<file path="src/rtl/prog_tick_divider.sv">
// Programmable tick divider: one-cycle tick every div_active enabled cycles, with a
// deferred divisor load. Optional square-wave output under PROG_TICK_DIVIDER_SQUARE_EN.
module prog_tick_divider #(
  parameter int WIDTH     = 8,
  parameter int RESET_DIV = 4
) (
  input  logic             clk,
  input  logic             reset,
  input  logic             enable,
  input  logic             sync_clr,
  input  logic             div_load,
  input  logic [WIDTH-1:0] div_in,
  output logic             tick,
  output logic [WIDTH-1:0] count,
  output logic [WIDTH-1:0] div_active,
  output logic             load_pending
`ifdef PROG_TICK_DIVIDER_SQUARE_EN
  ,
  output logic             sq_out
`endif
);

  localparam logic [WIDTH-1:0] RST_DIV = WIDTH'(RESET_DIV);
  localparam logic [WIDTH-1:0] ONE     = {{(WIDTH-1){1'b0}}, 1'b1};
  localparam logic [WIDTH-1:0] ZERO    = {WIDTH{1'b0}};

  logic [WIDTH-1:0] count_q, count_d;
  logic [WIDTH-1:0] div_active_q, div_active_d;
  logic [WIDTH-1:0] pend_q, pend_d;
  logic             load_pending_q, load_pending_d;
  logic             tick_q, tick_d;
  logic [WIDTH-1:0] din_clamp_s;
  logic             tc_s;
  logic             apply_s;

  // Next-state logic: counting, tick generation and divisor hand-over at period boundaries
  always_comb begin
    count_d        = count_q;
    div_active_d   = div_active_q;
    pend_d         = pend_q;
    load_pending_d = load_pending_q;
    tick_d         = 1'b0;
    din_clamp_s    = (div_in == ZERO) ? ONE : div_in;
    tc_s           = enable && (count_q == (div_active_q - ONE));
    apply_s        = sync_clr || tc_s;

    if (sync_clr) begin
      count_d = ZERO;
    end else if (enable) begin
      count_d = tc_s ? ZERO : (count_q + ONE);
      tick_d  = tc_s;
    end else begin
      count_d = count_q;
    end

    // A divisor only takes effect at a period boundary so div_active never shifts mid-period
    if (apply_s) begin
      if (div_load) begin
        div_active_d = din_clamp_s;
        pend_d       = din_clamp_s;
      end else if (load_pending_q) begin
        div_active_d = pend_q;
      end else begin
        div_active_d = div_active_q;
      end
      load_pending_d = 1'b0;
    end else if (div_load) begin
      pend_d         = din_clamp_s;
      load_pending_d = 1'b1;
    end else begin
      pend_d = pend_q;
    end
  end

  // State registers with synchronous reset
  always_ff @(posedge clk) begin
    if (reset) begin
      count_q        <= ZERO;
      div_active_q   <= RST_DIV;
      pend_q         <= RST_DIV;
      load_pending_q <= 1'b0;
      tick_q         <= 1'b0;
    end else begin
      count_q        <= count_d;
      div_active_q   <= div_active_d;
      pend_q         <= pend_d;
      load_pending_q <= load_pending_d;
      tick_q         <= tick_d;
    end
  end

  assign tick         = tick_q;
  assign count        = count_q;
  assign div_active   = div_active_q;
  assign load_pending = load_pending_q;

`ifdef PROG_TICK_DIVIDER_SQUARE_EN
  logic             sq_q, sq_d;
  logic [WIDTH:0]   half_s;

  // High while the upcoming count sits in the first ceil(N/2) phases; widened to avoid overflow
  always_comb begin
    sq_d   = sq_q;
    half_s = ({1'b0, div_active_d} + {{WIDTH{1'b0}}, 1'b1}) >> 1;
    if (sync_clr || enable) begin
      sq_d = ({1'b0, count_d} < half_s);
    end else begin
      sq_d = sq_q;
    end
  end

  // Square-wave register
  always_ff @(posedge clk) begin
    if (reset) begin
      sq_q <= 1'b1;
    end else begin
      sq_q <= sq_d;
    end
  end

  assign sq_out = sq_q;
`endif

endmodule

</file>
<file path="config.mk">
export PLATFORM = sky130hd
export DESIGN_NAME = prog_tick_divider
export DESIGN_NICKNAME = d
export VERILOG_FILES = /design/src/rtl/prog_tick_divider.sv
export SDC_FILE = /design/constraint.sdc
export NUM_CORES = 1
export LEC_CHECK = 0
export BUFFER_PORTS_ARGS = -buffer_cell sky130_fd_sc_hd__buf_2
export CAP_MARGIN = 20
export CELL_PAD_IN_SITES_DETAIL_PLACEMENT = 0
export CELL_PAD_IN_SITES_GLOBAL_PLACEMENT = 1
export CORE_AREA = 5 5 66 68
export DETAILED_ROUTE_END_ITERATION = 12
export DIE_AREA = 0 0 71 73
export PLACE_DENSITY = 0.84
export SETUP_SLACK_MARGIN = 0.15
export SYNTH_ARGS = -nofsm -noshare
export SYNTH_HDL_FRONTEND = slang
export SYNTH_SLANG_ARGS = --single-unit
export TNS_END_PERCENT = 1
</file>
<file path="constraint.sdc">
create_clock -name clk -period 3.5 [get_ports clk]
set_clock_uncertainty 0.15 [all_clocks]
set_input_delay 0.35 -clock clk [delete_from_list [all_inputs] [get_ports clk]]
set_output_delay 0.35 -clock clk [all_outputs]
set_load 0.02 [all_outputs]
</file>
==> results.sh, run 1 <==
export IMPL_run_status="finished clean"
export IMPL_first_global_vias=1144
export IMPL_wire_length_of_the_first_global_routing_pass_um=5430
export IMPL_clock_tree_buffer_depth=2
export IMPL_post_synth_mux_area_share_pct=4.89
export IMPL_worstPathMaxFanout=8
export IMPL_drt_wl_total_um=3270
export IMPL_dpl_worst_slack_ps=861
export IMPL_layout_min_cycle_time_ps=2680
export IMPL_synth_avg_cell_area_sq_um=8.64
export IMPL_cts_tree="yes"
export IMPL_setup_worst_path_class="flip-flop to flip-flop"
export IMPL_synth_compound_area_share_pct=16.8
export IMPL_post_synth_fa_ha_maj_area_fraction_pct=1.75
export IMPL_design_final_nets=210
export IMPL_die_height_um=73
export IMPL_crit_path_max_cell_delay_ps=570
export IMPL_root_buffer="sky130_fd_sc_hd__clkbuf_8"
export IMPL_layout_worst_path_cycle_share_pct=76.5
export IMPL_dr_first_iter_drc_count=54
export IMPL_hold_violations=0
export IMPL_floorplan_core_area_sq_mm=0.00380
export IMPL_avgRoutedWirePerCell_um=13.4
export IMPL_critical_path_arrival_ps=2660
export IMPL_timing_reg2reg_worst_path_depth=8
export IMPL_yosysSeqAreaShare_pct=36.3
export IMPL_clock_transition_time_at_the_flip_flop_clock_pins_of_the_worst_setup_and_hold_paths_ps=90
export IMPL_numClockSinks=26
export IMPL_slowest_cell_on_the_critical_path="sky130_fd_sc_hd__o21ai_0"
export IMPL_worst_ir_drop_vdd_mv=0.253
export IMPL_cp_start_kind="flip-flop"
export IMPL_endpoint_kind="flip-flop"
export IMPL_dieWidth_um=71
export IMPL_cts_setup_buffers=0
export IMPL_combinational_family_with_the_most_area_after_synthesis="simple AND/OR/NAND/NOR gates"
export IMPL_timing_hold_worst_path_depth=3
export IMPL_drt_drc_violations_left=0
export IMPL_layout_filler_cells=390
export IMPL_fp_dieArea_sq_mm=0.00518
export IMPL_finalSetupViolCount=0
export IMPL_place_detailed_hpwl_um=2460
export IMPL_finalWorstSetupSlack_ps=823
export IMPL_final_cells=244
export IMPL_seq_area_sq_um=520
export IMPL_io_buffers=30
export IMPL_drt_antenna_violating_nets=0
export IMPL_synth_nets=181
export IMPL_grtUsageTotal_pct=13.0
export IMPL_multi_input_area_sq_um=811
export IMPL_via_density=5.09
export IMPL_mostFrequentLayoutCells="sky130_fd_sc_hd__buf_2, sky130_fd_sc_hd__dfxtp_1, sky130_fd_sc_hd__nor2_1"
export IMPL_synth_cell_area_sq_mm=0.00143
export IMPL_grt_setup_unrepaired="no"
export IMPL_dp_cells=240
export IMPL_grt_antenna_before_repair=0
export IMPL_synth_xor_xnor_area_share_pct=10.9
export IMPL_worst_hold_path_type="input port to flip-flop"
export IMPL_synth_cell_types=41
export IMPL_floorplan_initialDensity_pct=37.7
export IMPL_globalplace_congestion=0.785
export IMPL_largest_net_degree_at_the_start_of_global_routing=16
export IMPL_layout_area_overhead_vs_synth_pct=17.1
export IMPL_worstPathCellList="inv_1 -> ha_1 -> o21ba_2 -> a221oi_1 -> a41o_1 -> a31oi_1 -> o21ai_0 -> o221ai_1"
export IMPL_timing_max_cap_violations=0
export IMPL_cts_made_buffers=3
export IMPL_antenna_cells_inserted=0
export IMPL_final_max_slew_viol_count=0
export IMPL_p_per_area_mw_per_mm2=408
export IMPL_relSlewSlack_pct=54.7
export IMPL_cts_htree_levels=1
export IMPL_max_slew_worst_pin_slew_ps=672
export IMPL_main_synth_ff_type="sky130_fd_sc_hd__dfxtp_1"
export IMPL_synth_enable_flop_cells=0
export IMPL_seq_cells_post_synth=26
export IMPL_synthSimpleGateAreaFrac_pct=22.3
export IMPL_layout_commonest_cell="sky130_fd_sc_hd__buf_2"
export IMPL_worstSkewPairLatency_ps=270
export IMPL_drtPass1Iterations=4
export IMPL_drive_above_1_share_pct=22.2
export IMPL_fin_tns_setup_ps=0
export IMPL_cp_required_ps=3490
export IMPL_post_synth_inst_count=166
export IMPL_asyncSetResetFlopFracSynth_pct=0
export IMPL_holdBufCountCts=0
export IMPL_global_route_congestion_overflow_total=0
export IMPL_yosys_warnings=0
export IMPL_floorplan_io_pins=31
export IMPL_fmax_mhz=373
export IMPL_leakage_nw=0.688
export IMPL_number_of_vias_in_the_routed_layout=1242
export IMPL_std_cell_rows=23
export IMPL_ctsResizeCount=0
area by class of cell:
class,instances,share of cell area (%)
flip-flops and latches,26,31.0
clock buffers,3,2.46
repair buffers,30,8.94
well taps,50,3.73
inverters,17,3.80
clock inverters,1,1.79
multi-input cells,117,48.3
synth_stat cells, types with 3 or more instances:
library cell                n  area, sq um
sky130_fd_sc_hd__nor3_1     9         45.0
sky130_fd_sc_hd__mux2i_1    7         70.1
sky130_fd_sc_hd__xor2_1     8         70.1
sky130_fd_sc_hd__or2_2      3         18.8
sky130_fd_sc_hd__dfxtp_1   26          521
sky130_fd_sc_hd__o221ai_1   6         52.6
sky130_fd_sc_hd__o21ai_0    4         20.0
sky130_fd_sc_hd__nand3b_1   3         22.5
sky130_fd_sc_hd__nor2_1    22         82.6
sky130_fd_sc_hd__xnor2_1    8         70.1
sky130_fd_sc_hd__nand4_1    5         31.3
sky130_fd_sc_hd__clkbuf_1   3         11.3
sky130_fd_sc_hd__a31oi_1    7         43.8
sky130_fd_sc_hd__nand3_1    6         30.0
sky130_fd_sc_hd__nand2_1    4         15.0
sky130_fd_sc_hd__inv_1     17         63.8
logic make-up (layout without fill, tap and decap cells):
logic type / count (synthesis) / in the layout
compound gates: 31 / 31
buf+inv: 23 / 51
mux: 7 / 7
xor+xnor: 17 / 17
simple gates: 60 / 60
flops: 26 / 26
fa+ha+maj: 2 / 2
worst paths after layout:
kind                                                  from                         end  slack, ps
worst min register to register      pend_q[2]$_SDFFE_PP1P_      pend_q[2]$_SDFFE_PP1P_        340
worst min-delay path                             div_in[2]      pend_q[2]$_SDFFE_PP1P_        200
worst max register to register  div_active[0]$_SDFFE_PP0P_  div_active[6]$_SDFFE_PP0P_        820
worst max-delay path            div_active[0]$_SDFFE_PP0P_  div_active[6]$_SDFFE_PP0P_        820
stage by stage:
stage                     cell area [sq um]  util [%]  power (mW)  hold WS, ps
after floorplan                        1430         -       0.416          300
after global placement                 1610      42.3       0.443          321
after detailed placement               1610      42.3       0.443          328
after CTS                              1680      44.2       0.692          200
after global routing                   1680      44.2       0.714          238
final                                  1680      44.2       0.684          202
sequential cells by signal, indices dropped and copies added, names as in the netlist:
register / cells
div_active: 8
pend_q: 8
tick: 1
load_pending: 1
count: 8
power by group:
group	total, mW	internal (mW)	switching [mW]
registers	0.324	0.309	0.0149
clock network	0.248	0.153	0.0954
logic	0.112	0.0442	0.0677
total	0.684	0.506	0.178
critical path, delay by kind of cell, from the launching register on:
family          cells  cell delay (ps)
fa+ha+maj           1              300
flops               1              470
buf+inv             1               70
compound gates      6             1540
per-layer routing:
layer	track usage (%)	vias up	wire length, um
met5	0	-	0
met4	2.71	0	18
met3	4.13	2	183
met2	19.8	35	1410
met1	18.2	555	1660
li1	-	650	-
Note: power is estimated with default switching activity, not from simulation.
==> inputs of run 2 (changes only) <==
--- a/config.mk
+++ b/config.mk
@@ -5,14 +5,15 @@
 export SDC_FILE = /design/constraint.sdc
 export NUM_CORES = 1
 export LEC_CHECK = 0
+export ABC_AREA = 1
 export BUFFER_PORTS_ARGS = -buffer_cell sky130_fd_sc_hd__buf_2
 export CAP_MARGIN = 20
 export CELL_PAD_IN_SITES_DETAIL_PLACEMENT = 0
 export CELL_PAD_IN_SITES_GLOBAL_PLACEMENT = 1
-export CORE_AREA = 5 5 66 68
+export CORE_AREA = 5 5 71 73
 export DETAILED_ROUTE_END_ITERATION = 12
-export DIE_AREA = 0 0 71 73
-export PLACE_DENSITY = 0.84
+export DIE_AREA = 0 0 76 78
+export PLACE_DENSITY = 0.79
 export SETUP_SLACK_MARGIN = 0.15
 export SYNTH_ARGS = -nofsm -noshare
 export SYNTH_HDL_FRONTEND = slang
==> constraint.sdc (replaced) <==
create_clock -name clk -period 2.4 [get_ports clk]
set_clock_uncertainty 0.15 [all_clocks]
set_input_delay 0.24 -clock clk [delete_from_list [all_inputs] [get_ports clk]]
set_output_delay 0.24 -clock clk [all_outputs]
set_load 0.02 [all_outputs]
==> results.sh, run 2 <==
export IMPL_run_status="finished clean"
export IMPL_timing_hold_worst_start="div_in[2]"
export IMPL_layout_area_overhead_vs_synth_pct=18.5
export IMPL_floorplan_io_pins=31
export IMPL_cts_made_buffers=3
export IMPL_seq_cells_post_synth=26
export IMPL_intPower_mw=0.746
export IMPL_io_buffers=30
export IMPL_main_synth_ff_type="sky130_fd_sc_hd__dfxtp_1"
export IMPL_power_frac_seq_pct=45.5
export IMPL_top_cells_by_area_synth="sky130_fd_sc_hd__dfxtp_1, sky130_fd_sc_hd__nand2_1, sky130_fd_sc_hd__nor2_1"
export IMPL_drtPass1Iterations=4
export IMPL_hold_violations=0
export IMPL_number_of_vias_in_the_routed_layout=1287
export IMPL_power_share_switching_pct=28.1
export IMPL_layout_commonest_cell="sky130_fd_sc_hd__nand2_1"
export IMPL_hold_path_endpoint="pend_q[2]$_SDFFE_PP1P_"
export IMPL_leakage_nw=0.801
export IMPL_grt_antenna_before_repair=0
export IMPL_dr_first_iter_drc_count=89
export IMPL_die_height_um=78
export IMPL_cp_start_kind="flip-flop"
export IMPL_worstPathMaxFanout=16
export IMPL_grtUsageTotal_pct=11.1
export IMPL_worst_hold_path_type="input port to flip-flop"
export IMPL_synth_nets=214
export IMPL_layout_worst_path_cycle_share_pct=85.3
export IMPL_layout_min_cycle_time_ps=2050
export IMPL_via_density=4.58
export IMPL_drt_drc_violations_left=0
export IMPL_grt_setup_unrepaired="yes"
export IMPL_post_synth_inst_count=199
export IMPL_yosys_area_top_type_share_pct=36.8
export IMPL_design_final_nets=245
export IMPL_finalWorstSetupSlack_ps=353
export IMPL_clock_tree_buffer_depth=2
export IMPL_finalCoreUtilization_pct=39.0
export IMPL_synth_enable_flop_cells=0
export IMPL_place_detailed_hpwl_um=2430
export IMPL_synth_commonest_cells="sky130_fd_sc_hd__nand2_1, sky130_fd_sc_hd__nor2_1, sky130_fd_sc_hd__dfxtp_1"
export IMPL_synth_cell_types=28
export IMPL_drt_wl_total_um=3130
export IMPL_critical_path_arrival_ps=2080
export IMPL_std_cell_rows=24
export IMPL_cts_htree_levels=1
export IMPL_root_buffer="sky130_fd_sc_hd__clkbuf_8"
export IMPL_fp_dieArea_sq_mm=0.00593
export IMPL_share_clk_of_total_power_pct=36.2
export IMPL_final_max_slew_viol_count=0
export IMPL_synth_most_common_cell="sky130_fd_sc_hd__nand2_1"
export IMPL_drive_above_1_share_pct=24.9
export IMPL_setup_worst_path_class="flip-flop to flip-flop"
export IMPL_fin_tns_setup_ps=0
export IMPL_drt_antenna_violating_nets=0
export IMPL_clock_transition_time_at_the_flip_flop_clock_pins_of_the_worst_setup_and_hold_paths_ps=100
export IMPL_cts_tree="yes"
export IMPL_wire_length_of_the_first_global_routing_pass_um=5420
export IMPL_synth_avg_cell_area_sq_um=7.10
export IMPL_dpl_worst_slack_ps=269
export IMPL_worstReg2RegEnd="div_active[0]$_SDFFE_PP0P_"
export IMPL_synth_largest_area_cell="sky130_fd_sc_hd__dfxtp_1"
export IMPL_cp_required_ps=2430
export IMPL_yosys_warnings=0
export IMPL_globalplace_congestion=0.800
export IMPL_asyncSetResetFlopFracSynth_pct=0
export IMPL_p_per_area_mw_per_mm2=620
export IMPL_numClockSinks=26
export IMPL_power_combinational_fraction_pct=18.2
export IMPL_antenna_cells_inserted=0
export IMPL_holdBufCountCts=0
export IMPL_regToRegStartpoint="div_active[0]$_SDFFE_PP0P_"
export IMPL_relSlewSlack_pct=62.0
export IMPL_endpoint_kind="flip-flop"
export IMPL_max_slew_worst_pin_slew_ps=569
export IMPL_synth_cell_area_sq_mm=0.00141
export IMPL_floorplan_core_area_sq_mm=0.00429
export IMPL_timing_reg2reg_setup_slack_ps=350
export IMPL_finalSetupViolCount=0
export IMPL_mostFrequentLayoutCells="sky130_fd_sc_hd__nand2_1, sky130_fd_sc_hd__nor2_1, sky130_fd_sc_hd__buf_2"
export IMPL_first_global_vias=1153
export IMPL_timing_hold_worst_path_depth=3
export IMPL_floorplan_initialDensity_pct=32.9
export IMPL_timing_max_cap_violations=0
export IMPL_global_route_congestion_overflow_total=0
export IMPL_worst_ir_drop_vdd_mv=0.304
export IMPL_p_switching_mw=0.291
export IMPL_avgRoutedWirePerCell_um=11.1
export IMPL_largest_net_degree_at_the_start_of_global_routing=17
export IMPL_dieWidth_um=76
export IMPL_worstSkewPairLatency_ps=280
export IMPL_fmax_mhz=488
export IMPL_yosysSeqAreaShare_pct=36.8
export IMPL_timing_reg2reg_worst_path_depth=14
==> run 2: cell count changes in the layout (fill, tap and decap cells not counted), moves of 4 or more <==
cell	change
sky130_fd_sc_hd__a21oi_2	+4
sky130_fd_sc_hd__a31oi_1	-7
sky130_fd_sc_hd__nand2_1	+38
sky130_fd_sc_hd__nand2_2	+5
sky130_fd_sc_hd__nand3_1	+14
sky130_fd_sc_hd__nand4_1	-4
sky130_fd_sc_hd__nor2_1	+10
sky130_fd_sc_hd__nor2_2	+4
sky130_fd_sc_hd__o221ai_1	-6
sky130_fd_sc_hd__xnor2_1	-6
sky130_fd_sc_hd__xor2_1	-4
==> run 2: cells by family after synthesis <==
group,count (synthesis),share of synthesized area [%]
mux,4,2.83
simple gates,118,38.2
flops,26,36.8
compound gates,15,6.82
buf+inv,27,8.68
fa+ha+maj,2,1.77
xor+xnor,7,4.87
==> run 2: what timing repair did <==
action | 4_1_cts | 5_1_grt
setup buffers | 0 | 0
setup endpoints to repair | 0 | 10
resized for setup | 0 | 3
==> run 2: how the worst max path moves through the flow <==
| stage | end | cells after the start | from | slack [ps] |
|---|---|---|---|---|
| 4_1_cts | div_active[0]$_SDFFE_PP0P_ | 14 | div_active[0]$_SDFFE_PP0P_ | 250 |
| 3_5_place_dp | div_active[0]$_SDFFE_PP0P_ | 14 | div_active[0]$_SDFFE_PP0P_ | 270 |
| 5_1_grt | div_active[2]$_SDFFE_PP1P_ | 14 | div_active[0]$_SDFFE_PP0P_ | 120 |
| 3_3_place_gp | div_active[5]$_SDFFE_PP0P_ | 14 | div_active[0]$_SDFFE_PP0P_ | 310 |
| 2_1_floorplan | div_active[2]$_SDFFE_PP1P_ | 15 | div_active[0]$_SDFFE_PP0P_ | 220 |
| 6_report | div_active[0]$_SDFFE_PP0P_ | 14 | div_active[0]$_SDFFE_PP0P_ | 350 |
==> run 2: power groups by stage <==
stage	clock [mW]	sequential [mW]	combinational [mW]
floorplan	0	0.494	0.132
global route	0.410	0.476	0.214
detailed placement	0	0.482	0.189
CTS	0.391	0.472	0.190
global placement	0	0.482	0.189
finish	0.376	0.472	0.189
==> run 2: through the flow <==
step / hold WS [ps] / cell area, sq um / power (mW) / instances
final: 81.2 / 1670 / 1.04 / 281
after global routing: 95.6 / 1670 / 1.10 / 281
after CTS: 76.4 / 1660 / 1.05 / 281
after detailed placement: 299 / 1590 / 0.671 / 277
after global placement: 287 / 1590 / 0.671 / 277
after floorplan: 235 / 1410 / 0.626 / 199
==> run 2: metal layers <==
metal / vias to the layer above / GRT usage, % / part of all wire, %
met5: - / 0 / 0
li1: 692 / - / -
met1: 558 / 14.1 / 47
met3: 2 / 3.47 / 6.8
met2: 35 / 18.2 / 45
met4: 0 / 2.67 / 0.58
==> run 2: final cells by class <==
type,count,area [sq um]
fill,482,2620
multi-input combinational,146,778
sequential,26,523
timing repair buffer,30,150
inverter,23,86.3
tap,52,65.1
clock buffer,3,41.3
clock inverter,1,30.0
==> run 2: critical path: stages, from the launching register on <==
cell and delay [ps]:
sky130_fd_sc_hd__dfxtp_2 380, sky130_fd_sc_hd__inv_1 90, sky130_fd_sc_hd__ha_1 310, sky130_fd_sc_hd__nand2_1 70, sky130_fd_sc_hd__inv_1 40, sky130_fd_sc_hd__nor2_1 110, sky130_fd_sc_hd__nand2_1 70, sky130_fd_sc_hd__nor2_1 100
sky130_fd_sc_hd__nand3_1 90, sky130_fd_sc_hd__nor2_2 100, sky130_fd_sc_hd__nand2_2 100, sky130_fd_sc_hd__nand2_8 140, sky130_fd_sc_hd__nand3_1 80, sky130_fd_sc_hd__nand2_1 80, sky130_fd_sc_hd__nor2_1 50
